File: src/rtl/wave_nco_if.sv
// Signal bundle for the wave_nco numerically controlled oscillator.
// The gain input exists only when NCO_AM_EN is defined.
interface wave_nco_if #(
    parameter int ACC_W   = 24,
    parameter int PHASE_W = 8,
    parameter int OUT_W   = 8,
    parameter int DIV_W   = 16
);
    logic [DIV_W-1:0]   control;
    logic [ACC_W-1:0]   tuning;
    logic [PHASE_W-1:0] phase_offset;
    logic [1:0]         wave_sel;
    logic               sync;
    logic [OUT_W-1:0]   amplitude;
    logic               sample_valid;
`ifdef NCO_AM_EN
    logic [OUT_W-1:0]   gain;

    modport master (
        output control, tuning, phase_offset, wave_sel, sync, gain,
        input  amplitude, sample_valid
    );
    modport slave (
        input  control, tuning, phase_offset, wave_sel, sync, gain,
        output amplitude, sample_valid
    );
`else
    modport master (
        output control, tuning, phase_offset, wave_sel, sync,
        input  amplitude, sample_valid
    );
    modport slave (
        input  control, tuning, phase_offset, wave_sel, sync,
        output amplitude, sample_valid
    );
`endif
endinterface

File: src/rtl/wave_nco.sv
// Divided-rate phase accumulator NCO with sine/square/triangle/sawtooth shaping.
// Optional amplitude modulation stage enabled by defining NCO_AM_EN.
module wave_nco #(
    parameter int ACC_W   = 24,
    parameter int PHASE_W = 8,
    parameter int OUT_W   = 8,
    parameter int DIV_W   = 16
) (
    input  logic       clk,
    input  logic       reset,
    wave_nco_if.slave  bus
);
    localparam int QN = 2 ** (PHASE_W - 2);
    localparam logic [OUT_W-1:0] MID = {1'b1, {(OUT_W-1){1'b0}}};

    // Quarter-wave entry round((M-1)*sin(pi/2*(q+0.5)/QN)), evaluated at
    // elaboration with a Q30 fixed-point Taylor series.
    function automatic logic [OUT_W-1:0] sine_entry(input int q);
        longint x;
        longint x2;
        longint term;
        longint sum;
        longint scaled;
        x    = (longint'(1686629713) * longint'(2 * q + 1)) >>> (PHASE_W - 1);
        x2   = (x * x) >>> 30;
        term = x;
        sum  = x;
        for (int k = 1; k <= 12; k++) begin
            term = -((term * x2) >>> 30) / longint'((2 * k) * (2 * k + 1));
            sum  = sum + term;
        end
        scaled = sum * longint'((2 ** (OUT_W - 1)) - 1);
        return OUT_W'((scaled + (longint'(1) <<< 29)) >>> 30);
    endfunction

`ifdef NCO_AM_EN
    function automatic logic [OUT_W-1:0] am_scale(input logic [OUT_W-1:0] raw,
                                                  input logic [OUT_W-1:0] g);
        logic signed [OUT_W:0]     centred;
        logic signed [2*OUT_W+1:0] prod;
        centred = $signed({1'b0, raw}) - $signed({1'b0, MID});
        prod    = centred * $signed({1'b0, g});
        return OUT_W'($signed({1'b0, MID}) + (prod >>> OUT_W));
    endfunction
`endif

    logic [OUT_W-1:0] sine_lut [QN];

    for (genvar g = 0; g < QN; g++) begin : g_lut
        assign sine_lut[g] = sine_entry(g);
    end

    logic [DIV_W-1:0]   count;
    logic [ACC_W-1:0]   acc;
    logic               tick;
    logic               vld_p0;
    logic [PHASE_W-1:0] p_p0;
    logic [PHASE_W-3:0] q_p0;
    logic [PHASE_W-2:0] t_p0;
    logic [PHASE_W-1:0] tri_p0;
    logic [OUT_W-1:0]   raw_p0;
    logic [OUT_W-1:0]   raw_p1;
    logic               vld_p1;

    // sync suppresses the tick; the >= compare ticks at once when control drops
    assign tick = !bus.sync && (count >= bus.control);

    always_ff @(posedge clk) begin
        if (reset) begin
            count  <= '0;
            acc    <= '0;
            vld_p0 <= 1'b0;
        end else if (bus.sync) begin
            count  <= '0;
            acc    <= '0;
            vld_p0 <= 1'b0;
        end else if (tick) begin
            count  <= '0;
            acc    <= acc + bus.tuning;
            vld_p0 <= 1'b1;
        end else begin
            count  <= count + DIV_W'(1);
            vld_p0 <= 1'b0;
        end
    end

    // ---- stage p0 -> p1: phase index from the post-tick accumulator, waveform shaping
    assign p_p0   = acc[ACC_W-1 -: PHASE_W] + bus.phase_offset;
    assign q_p0   = p_p0[PHASE_W-2] ? ~p_p0[PHASE_W-3:0] : p_p0[PHASE_W-3:0];
    assign t_p0   = p_p0[PHASE_W-1] ? ~p_p0[PHASE_W-2:0] : p_p0[PHASE_W-2:0];
    assign tri_p0 = {t_p0, 1'b0};

    always_comb begin
        raw_p0 = MID;
        case (bus.wave_sel)
            2'd0: raw_p0 = p_p0[PHASE_W-1] ? (MID - OUT_W'(1) - sine_lut[q_p0])
                                           : (MID + sine_lut[q_p0]);
            2'd1: raw_p0 = p_p0[PHASE_W-1] ? '0 : '1;
            2'd2: raw_p0 = tri_p0[PHASE_W-1 -: OUT_W];
            default: raw_p0 = p_p0[PHASE_W-1 -: OUT_W];
        endcase
    end

    always_ff @(posedge clk) begin
        if (reset) begin
            raw_p1 <= MID;
            vld_p1 <= 1'b0;
        end else begin
            vld_p1 <= vld_p0;
            if (vld_p0) begin
                raw_p1 <= raw_p0;
            end
        end
    end

`ifdef NCO_AM_EN
    logic [OUT_W-1:0] amp_p2;
    logic             vld_p2;

    // ---- stage p1 -> p2: amplitude modulation around midscale
    always_ff @(posedge clk) begin
        if (reset) begin
            amp_p2 <= MID;
            vld_p2 <= 1'b0;
        end else begin
            vld_p2 <= vld_p1;
            if (vld_p1) begin
                amp_p2 <= am_scale(raw_p1, bus.gain);
            end
        end
    end

    assign bus.amplitude    = amp_p2;
    assign bus.sample_valid = vld_p2;
`else
    assign bus.amplitude    = raw_p1;
    assign bus.sample_valid = vld_p1;
`endif

endmodule

File: src/flat_wrapper.sv
// flat-port wrapper written by rule: the top's interface ports become plain ports
module wave_nco_flat 
#(
    parameter int ACC_W   = 24,
    parameter int PHASE_W = 8,
    parameter int OUT_W   = 8,
    parameter int DIV_W   = 16
)
  (clk, reset, bus_control, bus_tuning, bus_phase_offset, bus_wave_sel, bus_sync, bus_amplitude, bus_sample_valid);
  wave_nco_if #(.ACC_W(ACC_W), .PHASE_W(PHASE_W), .OUT_W(OUT_W), .DIV_W(DIV_W)) bus_i ();
  input  logic clk;
  input  logic reset;
  input wire logic [$bits(bus_i.control)-1:0] bus_control;
  input wire logic [$bits(bus_i.tuning)-1:0] bus_tuning;
  input wire logic [$bits(bus_i.phase_offset)-1:0] bus_phase_offset;
  input wire logic [$bits(bus_i.wave_sel)-1:0] bus_wave_sel;
  input wire logic [$bits(bus_i.sync)-1:0] bus_sync;
  output wire logic [$bits(bus_i.amplitude)-1:0] bus_amplitude;
  output wire logic [$bits(bus_i.sample_valid)-1:0] bus_sample_valid;
  assign bus_i.control = bus_control;
  assign bus_i.tuning = bus_tuning;
  assign bus_i.phase_offset = bus_phase_offset;
  assign bus_i.wave_sel = bus_wave_sel;
  assign bus_i.sync = bus_sync;
  assign bus_amplitude = bus_i.amplitude;
  assign bus_sample_valid = bus_i.sample_valid;
  wave_nco #(.ACC_W(ACC_W), .PHASE_W(PHASE_W), .OUT_W(OUT_W), .DIV_W(DIV_W)) u_core (.clk(clk), .reset(reset), .bus(bus_i));
endmodule
File: config.mk
export PLATFORM = sky130hd
export DESIGN_NAME = wave_nco_flat
export DESIGN_NICKNAME = d
export VERILOG_FILES = /design/src/rtl/wave_nco_if.sv /design/src/rtl/wave_nco.sv /design/src/flat_wrapper.sv
export SDC_FILE = /design/constraint.sdc
export NUM_CORES = 1
export LEC_CHECK = 0
export ABC_AREA = 0
export BUFFER_PORTS_ARGS = -buffer_cell sky130_fd_sc_hd__clkbuf_2
export CAP_MARGIN = 15
export CORE_ASPECT_RATIO = 1.25
export CORE_UTILIZATION = 60
export DETAILED_ROUTE_END_ITERATION = 6
export GPL_TIMING_DRIVEN = 0
export PLACE_DENSITY = 0.9
export SYNTH_ARGS = -nofsm -noshare
export SYNTH_HDL_FRONTEND = slang
export SYNTH_SLANG_ARGS = --single-unit
File: constraint.sdc
create_clock -name clk -period 8.9 [get_ports clk]
set_input_delay 0.445 -clock clk [delete_from_list [all_inputs] [get_ports clk]]
set_output_delay 0.445 -clock clk [all_outputs]
set_load 0.05 [all_outputs]
==> results of run 1 <==
[cells by family after synthesis]
| kind of cell | count (synthesis) | synth area share [%] |
|---|---|---|
| adders and majority gates | 59 | 14.47 |
| DFF | 50 | 19.23 |
| buffers and inverters | 70 | 5.649 |
| AOI/OAI and AO/OA | 191 | 25.60 |
| muxes | 27 | 5.384 |
| xor gates and xnor gates | 53 | 9.567 |
| and+or+nand+nor | 216 | 20.10 |
[layout by cell type, fill, tap and decap left out, types with 4 or more instances in the layout]
cell type,netlist,layout
nand2_1,40,40
inv_1,39,39
nor2b_1,11,11
or3_1,4,4
o21ai_0,29,29
a21oi_1,39,39
o211ai_1,5,5
mux2i_1,22,22
clkbuf_8,0,6
and4_1,4,4
buf_2,7,7
and2_1,6,6
o31ai_1,9,9
clkbuf_1,16,16
nand4_1,10,10
clkbuf_2,0,61
xor2_1,15,15
o21a_1,9,9
nand2b_1,7,7
a31oi_1,9,9
dfxtp_1,50,50
o21ai_1,12,12
nand3_1,25,25
xnor2_1,35,35
nor3_1,19,19
a21o_1,19,19
nor2_1,69,69
o21bai_1,4,4
a221oi_1,5,5
a211oi_1,5,5
ha_1,57,57
and3_1,4,4
[worst reg2reg max path: cells and delay by family (launching register included)]
kind            cells  cell delay (ps)
simple gates        4             1070
fa+ha+maj           3             1010
compound gates      4              930
buf+inv             4              590
flops               1              420
mux                 1              330
xor+xnor            1              220
[sequential cells by signal (all words and copies together), names as in the netlist]
register	flops
u_core.acc	24
u_core.count	16
u_core.bus.amplitude	8
u_core.bus.sample_valid	1
u_core.vld_p0	1
[Yosys cell counts (4+ instances only)]
| library cell | n | area [sq um] |
|---|---|---|
| o21a_1 | 9 | 67.56 |
| dfxtp_1 | 50 | 1001 |
| buf_2 | 7 | 35.03 |
| inv_1 | 39 | 146.4 |
| a21o_1 | 19 | 142.6 |
| and4_1 | 4 | 35.03 |
| o21bai_1 | 4 | 30.03 |
| nand2b_1 | 7 | 43.79 |
| ha_1 | 57 | 713.2 |
| nand3_1 | 25 | 125.1 |
| nor2b_1 | 11 | 68.82 |
| a31oi_1 | 9 | 56.30 |
| or3_1 | 4 | 25.02 |
| a211oi_1 | 5 | 37.54 |
| and3_1 | 4 | 25.02 |
| xnor2_1 | 35 | 306.5 |
| nor2_1 | 69 | 259.0 |
| o211ai_1 | 5 | 37.54 |
| xor2_1 | 15 | 131.4 |
| nand2_1 | 40 | 150.1 |
| mux2i_1 | 22 | 220.2 |
| clkbuf_1 | 16 | 60.06 |
| a221oi_1 | 5 | 43.79 |
| nand4_1 | 10 | 62.56 |
| o21ai_0 | 29 | 145.1 |
| o31ai_1 | 9 | 67.56 |
| nor3_1 | 19 | 95.09 |
| a21oi_1 | 39 | 195.2 |
| and2_1 | 6 | 37.54 |
| o21ai_1 | 12 | 60.06 |
[report_power, final]
group,switching [mW],total (mW),internal (mW),leakage [nW]
sequential,0.000535,0.225,0.224,0.403
combinational,0.101,0.168,0.0670,2.01
clock,0.0867,0.151,0.0643,0.0478
total,0.188,0.543,0.355,2.46
[final cells by class]
cell class	count	area share, %
tap	97	2.118
inverter	42	2.751
timing repair buffer	61	5.328
buffer	28	2.380
clock buffer	6	1.441
sequential	50	17.47
multi-input combinational	546	68.23
clock inverter	2	0.2838
[worst paths after layout]
check	depth (start not counted)	slack [ps]	from	endpoint
worst max-delay path	17	4280	u_core.acc[16]	u_core.bus.amplitude[0]
worst min-delay path	2	410	reset	u_core.bus.amplitude[0]
worst max register to register	17	4280	u_core.acc[16]	u_core.bus.amplitude[0]
worst min register to register	2	460	u_core.bus.amplitude[6]	u_core.bus.amplitude[6]
[metal layers]
layer	vias up	part of all wire, %	track usage, %
met2	199	52	58.87
met1	2466	40	32.88
met4	0	3.3	12.26
met5	-	0	0
li1	2552	-	-
met3	34	4.9	4.658
==> results.cfg, run 1 <==
[layout]
nFillCells = 697
multi_input_area_sq_mm = 0.003910
areaGrowthSynthToFinish_pct = 10.10
fin_cells = 832
final_cell_area_sq_mm = 0.005731
diodes = 0
ff_latch_area_sq_mm = 0.001001
nets = 846
drive_above_1_share_pct = 14.56
utilization_pct = 68.77

[synth]
async_reset_ff_share_pct = 0
yosysSeqAreaShare_pct = 19.23
synth_ff_type = dfxtp_1
ys_warn_count = 0
postSynthNetCount = 778
synth-edff-count = 0
netlist_instances = 666
synthesis.area_sq_mm = 0.005205
syn_avg_cell_area_sq_um = 7.815
ys_seq_elements = 50
yosys.cell_types.count = 83

[placement]
dp.cells = 824
io_buffers = 61
pre_cts_slack_ps = 4247
dpl.hpwl_microns = 11070
placed_area_sq_mm = 0.005632
gp_congestion = 0.9776

[critical_path]
path_class = reg2reg
critPathSlowestCell = or4_1
slowest_delay_ps = 550
start_kind = flip-flop
crit_required_ps = 9140
crit_path_cell_trace = ha_1 -> inv_1 -> fa_1 -> nand2b_1 -> a2111oi_2 -> a211oi_2 -> buf_6 -> buf_8 -> buf_2 -> xnor2_1 -> ha_1 -> or4_1 -> and3_1 -> nand4_1 -> o31ai_1 -> mux2_4 -> a311oi_2
worst_ep_arrival_time_ps = 4860
critPathCaptureType = flip-flop
crit_top_cell = ha_1
worst-path-buf-inv = 4
cp_max_fo = 10
critPathTopFamily = simple AND/OR/NAND/NOR gates

[routing]
wl_per_cell_microns = 16.51
vias_per_cell = 6.311
drt_iter0_markers = 221
vias = 5251
wl_microns = 13730
ant_nets = 0
dr.pass1.iters = 5
drc = 0

[clock_tree]
cts_max_level = 2
post_cts_buffers = 0
cts_resized = 0
clk_latency_ps = 310
cts-hold-fix-buffers = 0
cts_buffers = 5
root_buffer = clkbuf_8
cts_buffer_depth = 2
numClockSinks = 50
cts.reportedPaths.clkPinSlew_ps = 110
cts_tree = done

[global_route]
grt_usage_pct = 30.59
overflow = 0
grt_max_degree = 17
grt_pass1_vias = 5154
grt_pass1_wl_microns = 22710
antenna_found_initial = 0

[die]
pin_count = 62
initial_core_util_pct = 62.46
fp.coreArea_sq_mm = 0.008333
dieArea_sq_mm = 0.009054
num_rows = 37
die_w_microns = 85.31
die_y_microns = 106.1

[power]
power_mw = 0.5433
ir_drop_mv = 0.07444
leakage_nw = 2.461
p_per_area_mw_per_mm2 = 94.80

[status]
status = finished clean

[job]
cap_violations = 0

[sta]
timing.hold.ws_ps = 406.9
clock.fmax_ghz = 0.2165
finalHoldViolations = 0
slew_headroom_pct = 40.48
finalCritPeriodShare_pct = 51.90
setup_viol_count_final = 0
tns_ps = 0
rsz0062_at_grt = false
worst_slew_pin_slew_ps = 886.5
min_period_ps = 4619
skew_ps = 14.86
slew_viol_final = 0
final.setup.worst_slack_ps = 4281

[min_path]
min_path_type = in2reg
No activity file was read; power rests on OpenSTA's default activity.
==> run 2: changes to the inputs <==
--- a/config.mk
+++ b/config.mk
@@ -9,10 +9,10 @@
 export BUFFER_PORTS_ARGS = -buffer_cell sky130_fd_sc_hd__clkbuf_2
 export CAP_MARGIN = 15
 export CORE_ASPECT_RATIO = 1.25
-export CORE_UTILIZATION = 60
+export CORE_UTILIZATION = 54
 export DETAILED_ROUTE_END_ITERATION = 6
 export GPL_TIMING_DRIVEN = 0
-export PLACE_DENSITY = 0.9
+export PLACE_DENSITY = 0.86
 export SYNTH_ARGS = -nofsm -noshare
 export SYNTH_HDL_FRONTEND = slang
 export SYNTH_SLANG_ARGS = --single-unit
==> constraint.sdc (replaced) <==
create_clock -name clk -period 4 [get_ports clk]
set_input_delay 0.2 -clock clk [delete_from_list [all_inputs] [get_ports clk]]
set_output_delay 0.2 -clock clk [all_outputs]
set_load 0.05 [all_outputs]
==> results.cfg, run 2 (same netlist as run 1, synthesis figures left out) <==
[status]
status = finished clean

[min_path]
hold_depth = 2
min_path_type = in2reg
worstHoldEndpoint = u_core.bus.amplitude[0]
hold_start = reset

[layout]
largest_reg_flops = 24
drive_above_1_share_pct = 17.45
utilization_pct = 65.20
nFillCells = 808
nets = 856
most-common-layout-cells = nor2_1 (69), clkbuf_2 (61), ha_1 (53), dfxtp_1 (49), nand2_1 (40)
max_flop_register = u_core.acc
final_common_cell = nor2_1
diodes = 0
areaGrowthSynthToFinish_pct = 16.13

[die]
fp.coreArea_sq_mm = 0.009271
dieArea_sq_mm = 0.01004
die_w_microns = 89.81
num_rows = 39
die_y_microns = 111.8
pin_count = 62
initial_core_util_pct = 56.14

[power]
p_per_area_mw_per_mm2 = 226.3
ir_drop_mv = 0.2007
leakage_nw = 2.567
power_mw = 1.368

[critical_path]
crit_required_ps = 4200
r2r-start = u_core.acc[16]
crit_path_cell_trace = ha_4 -> inv_1 -> fa_2 -> nand2b_4 -> a21o_1 -> a211o_1 -> buf_6 -> xnor2_4 -> inv_4 -> buf_6 -> ha_4 -> and2_1 -> o211ai_1 -> and3_4 -> nand4_1 -> o31ai_4 -> mux2_4 -> a311oi_2
reg2regPathDepth = 18
ff2ff_setup_slack_ps = 110
critPathCaptureType = flip-flop
cp_max_fo = 6
critPathTopFamily = compound AO/OA/AOI/OAI gates
worst_ep_arrival_time_ps = 4090
critPathSlowestCell = fa_2
start_kind = flip-flop
startpoint = u_core.acc[16]
worst-path-buf-inv = 4
path_class = reg2reg
timing.rr.end = u_core.bus.amplitude[0]
slowest_delay_ps = 390

[global_route]
antenna_found_initial = 0
overflow = 0
grt_pass1_wl_microns = 23560
grt_max_degree = 20
grt_pass1_vias = 5408
grt_usage_pct = 28.12

[job]
cap_violations = 0

[clock_tree]
cts_buffer_depth = 2
root_buffer = clkbuf_16
clk_latency_ps = 290
cts_max_level = 2
numClockSinks = 50
cts_tree = done
cts-hold-fix-buffers = 0
cts_buffers = 5
cts.reportedPaths.clkPinSlew_ps = 70

[sta]
clock.fmax_ghz = 0.2573
finalCritPeriodShare_pct = 97.15
finalHoldViolations = 0
worst_slew_pin_slew_ps = 789.3
setup_viol_count_final = 0
slew_headroom_pct = 47.00
slew_viol_final = 0
min_period_ps = 3886
skew_ps = 7.368

[routing]
wl_microns = 14220
wl_per_cell_microns = 16.38
vias_per_cell = 6.188
dr.pass1.iters = 5
vias = 5371
drc = 0
ant_nets = 0
drt_iter0_markers = 362

[placement]
dpl.hpwl_microns = 11140
gp_congestion = 0.9588
io_buffers = 61
==> run 2: cell count changes in the layout (fill, tap and decap cells not counted), moves of 2 or more <==
cell / previous run / this run
clkbuf_8: 6 / 1
ha_1: 57 / 53
ha_4: 0 / 3
xnor2_4: 1 / 3
buf_2: 7 / 5
clkbuf_16: 0 / 5
buf_4: 1 / 11
buf_6: 1 / 5
==> run 2: metrics by stage <==
step                setup slack (ps)  std cells  hold slack [ps]  setup TNS, ps  area, sq um
global route                  -23.25        868            221.0         -30.08         6045
global placement              -455.4        850            440.5          -1610         5664
detailed placement            -545.7        850            450.8          -2172         5664
CTS                           -8.775        861            188.8         -8.775         5908
finish                         113.9        868            203.6              0         6045
floorplan                      14.60        666            267.9              0         5205
==> run 2: cell type report <==
type / count / area [sq um] / share of cell area (%)
clock inverters: 2 / 16.27 / 0.2691
clock buffers: 6 / 138.9 / 2.298
flip-flops and latches: 50 / 1005 / 16.62
multi-input cells: 546 / 4038 / 66.80
plain buffers: 25 / 118.9 / 1.966
well taps: 123 / 153.9 / 2.546
repair buffers: 74 / 414.1 / 6.852
inverters: 42 / 160.2 / 2.650
==> run 2: timing repair <==
action / 4_1_cts / 5_1_grt
hold endpoints to repair: 0 / 0
endpoints found under the setup margin: 7 / 4
gates resized for setup: 10 / 17
pin swaps: 2 / 10
setup buffers: 4 / 9
==> run 2: report_power, final <==
| part | switching (mW) | total, mW | leakage (nW) | internal [mW] |
|---|---|---|---|---|
| clock | 0.200 | 0.452 | 0.0735 | 0.252 |
| combinational | 0.240 | 0.417 | 2.09 | 0.178 |
| sequential | 0.00134 | 0.499 | 0.404 | 0.498 |
==> run 2: routing by layer <==
| metal | vias to the layer above | track usage [%] | wire [microns] |
|---|---|---|---|
| met2 | 210 | 52.10 | 7384 |
| met3 | 38 | 4.508 | 703 |
| met1 | 2544 | 31.46 | 5723 |
| met5 | - | 0 | 0 |
| li1 | 2579 | - | - |
| met4 | 0 | 12.35 | 410 |
==> run 2: how the worst max path moves through the flow <==
stage	endpoint	slack, ps	cells after the start
after global placement	u_core.bus.amplitude[0]	-460	17
after global routing	u_core.bus.amplitude[0]	-20	18
after CTS	u_core.bus.amplitude[1]	-9	17
after detailed placement	u_core.bus.amplitude[0]	-550	17
final	u_core.bus.amplitude[0]	110	18
after floorplan	u_core.bus.amplitude[0]	10	17
==> run 3: changes to the inputs <==
--- a/config.mk
+++ b/config.mk
@@ -8,11 +8,11 @@
 export ABC_AREA = 0
 export BUFFER_PORTS_ARGS = -buffer_cell sky130_fd_sc_hd__clkbuf_2
 export CAP_MARGIN = 15
-export CORE_ASPECT_RATIO = 1.25
 export CORE_UTILIZATION = 54
 export DETAILED_ROUTE_END_ITERATION = 6
 export GPL_TIMING_DRIVEN = 0
 export PLACE_DENSITY = 0.86
+export REMOVE_ABC_BUFFERS = 1
 export SYNTH_ARGS = -nofsm -noshare
 export SYNTH_HDL_FRONTEND = slang
 export SYNTH_SLANG_ARGS = --single-unit
==> results.cfg, run 3 (same netlist as run 1, synthesis figures left out) <==
[routing]
vias_per_cell = 6.185
vias = 5214
dr.pass1.iters = 6
wl_microns = 13500
drc = 0
ant_nets = 0
drt_iter0_markers = 478
wl_per_cell_microns = 16.02

[power]
swShare_pct = 34.67
power_frac_seq_pct = 42.0
leakage_nw = 2.461
p_per_area_mw_per_mm2 = 204.9
clkPwrFrac_pct = 25.3
ir_drop_mv = 0.1630
p_comb_share_pct = 32.7
p_int_mw = 0.7754
p_switching_mw = 0.4116

[die]
dieArea_sq_mm = 0.01004
die_y_microns = 100.2
pin_count = 62
fp.coreArea_sq_mm = 0.009284
die_w_microns = 100.2
num_rows = 35
initial_core_util_pct = 56.06

[layout]
drive_above_1_share_pct = 15.97
nets = 826
final_common_cell = nor2_1
most-common-layout-cells = nor2_1 (69), clkbuf_2 (61), ha_1 (55), dfxtp_1 (49), nand2_1 (40)
diodes = 0
final_cell_area_sq_mm = 0.005794
utilization_pct = 62.41
fin_cells = 843
largest_reg_flops = 24
areaGrowthSynthToFinish_pct = 11.32
max_flop_register = u_core.acc
nFillCells = 808

[clock_tree]
cts_tree = done
numClockSinks = 50
cts_buffers = 5
clk_latency_ps = 310
cts_max_level = 2
cts_buffer_depth = 2
cts-hold-fix-buffers = 0
root_buffer = clkbuf_8
cts.reportedPaths.clkPinSlew_ps = 90

[min_path]
min_path_type = in2reg

[sta]
clock.fmax_ghz = 0.2592
finalHoldViolations = 0
slew_viol_final = 0
worst_slew_pin_slew_ps = 935.8
final.setup.worst_slack_ps = 142.7
skew_ps = 5.782
timing.hold.ws_ps = 152.5
setup_viol_count_final = 0
finalCritPeriodShare_pct = 96.43
slew_headroom_pct = 37.32
min_period_ps = 3857

[global_route]
grt_pass1_wl_microns = 22280
grt_pass1_vias = 4943
grt_usage_pct = 27.29
antenna_found_initial = 0
overflow = 0
grt_max_degree = 23

[placement]
dp.cells = 832
gp_congestion = 0.9093
dpl.hpwl_microns = 10190
placed_area_sq_mm = 0.005589
pre_cts_slack_ps = -701.7
io_buffers = 61

[critical_path]
worst_ep_arrival_time_ps = 4080
critPathCaptureType = flip-flop
path_class = reg2reg
critPathSlowestCell = or4_1
slowest_delay_ps = 520
crit_path_cell_trace = ha_2 -> inv_1 -> fa_2 -> nand2b_4 -> a2111oi_4 -> a211oi_4 -> buf_8 -> xnor2_4 -> ha_4 -> or4_1 -> and3_1 -> nand4_1 -> o31ai_2 -> mux2_4 -> a311oi_2
crit_required_ps = 4220
start_kind = flip-flop
cp_max_fo = 15

[status]
status = finished clean

[job]
cap_violations = 0
[run 3: cell count changes in the layout (fill, tap and decap cells not counted), sizes merged]
| cell | change |
|---|---|
| clkinvlp | -1 |
| clkbuf | -16 |
| buf | -15 |
| clkinv | +1 |
[run 3: repair_timing]
item / 4_1_cts / 5_1_grt
cloned: 0 / 0
endpoints found under the hold margin: 0 / 0
setup endpoints to repair: 7 / 3
pin swaps: 4 / 2
buffers inserted: 3 / 0
resized for setup: 9 / 8
[run 3: critical path, delay by kind of cell (launching register included)]
family / cells / cell delay [ps]
compound gates: 4 / 860
xor+xnor: 1 / 170
fa+ha+maj: 3 / 780
buf+inv: 2 / 260
flops: 1 / 380
mux: 1 / 320
simple gates: 4 / 1000
[run 3: per-layer routing]
layer  global-route usage, %  wire length (microns)  up-vias
li1                        -                      -     2520
met1                   34.98                   5834     2412
met2                   45.89                   6338      238
met3                   4.248                    954       44
met4                   10.81                    376        0
met5                       0                      0        -
[run 3: power groups by stage]
| stage | Combinational (mW) | Clock (mW) | Sequential [mW] |
|---|---|---|---|
| floorplan | 0.249 | 0 | 0.511 |
| global placement | 0.338 | 0 | 0.511 |
| detailed placement | 0.357 | 0 | 0.511 |
| CTS | 0.369 | 0.300 | 0.499 |
| global route | 0.420 | 0.324 | 0.499 |
| finish | 0.388 | 0.300 | 0.499 |
[run 3: final cells by class]
type / instances / area (sq um) / share of cell area [%]
multi-input combinational: 546 / 4011 / 69.23
sequential: 50 / 1005 / 17.34
clock inverter: 2 / 13.76 / 0.2375
timing repair buffer: 69 / 374.1 / 6.456
clock buffer: 5 / 68.82 / 1.188
tap: 129 / 161.4 / 2.786
inverter: 42 / 160.2 / 2.764
[run 3: final timing paths]
path	endpoint	slack (ps)	cells past startpoint	startpoint
worst min register to register	u_core.bus.amplitude[1]	460	2	u_core.bus.amplitude[1]
worst min-delay path	u_core.bus.amplitude[0]	150	2	reset
worst max-delay path	u_core.bus.amplitude[0]	140	15	u_core.acc[16]
worst max register to register	u_core.bus.amplitude[0]	140	15	u_core.acc[16]
[run 3: stage by stage]
step	setup TNS, ps	total power, mW
2_1_floorplan	-2566	0.7599
3_3_place_gp	-8889	0.8494
3_5_place_dp	-2542	0.8680
4_1_cts	-2.028	1.168
5_1_grt	-19.82	1.243
6_report	0	1.187
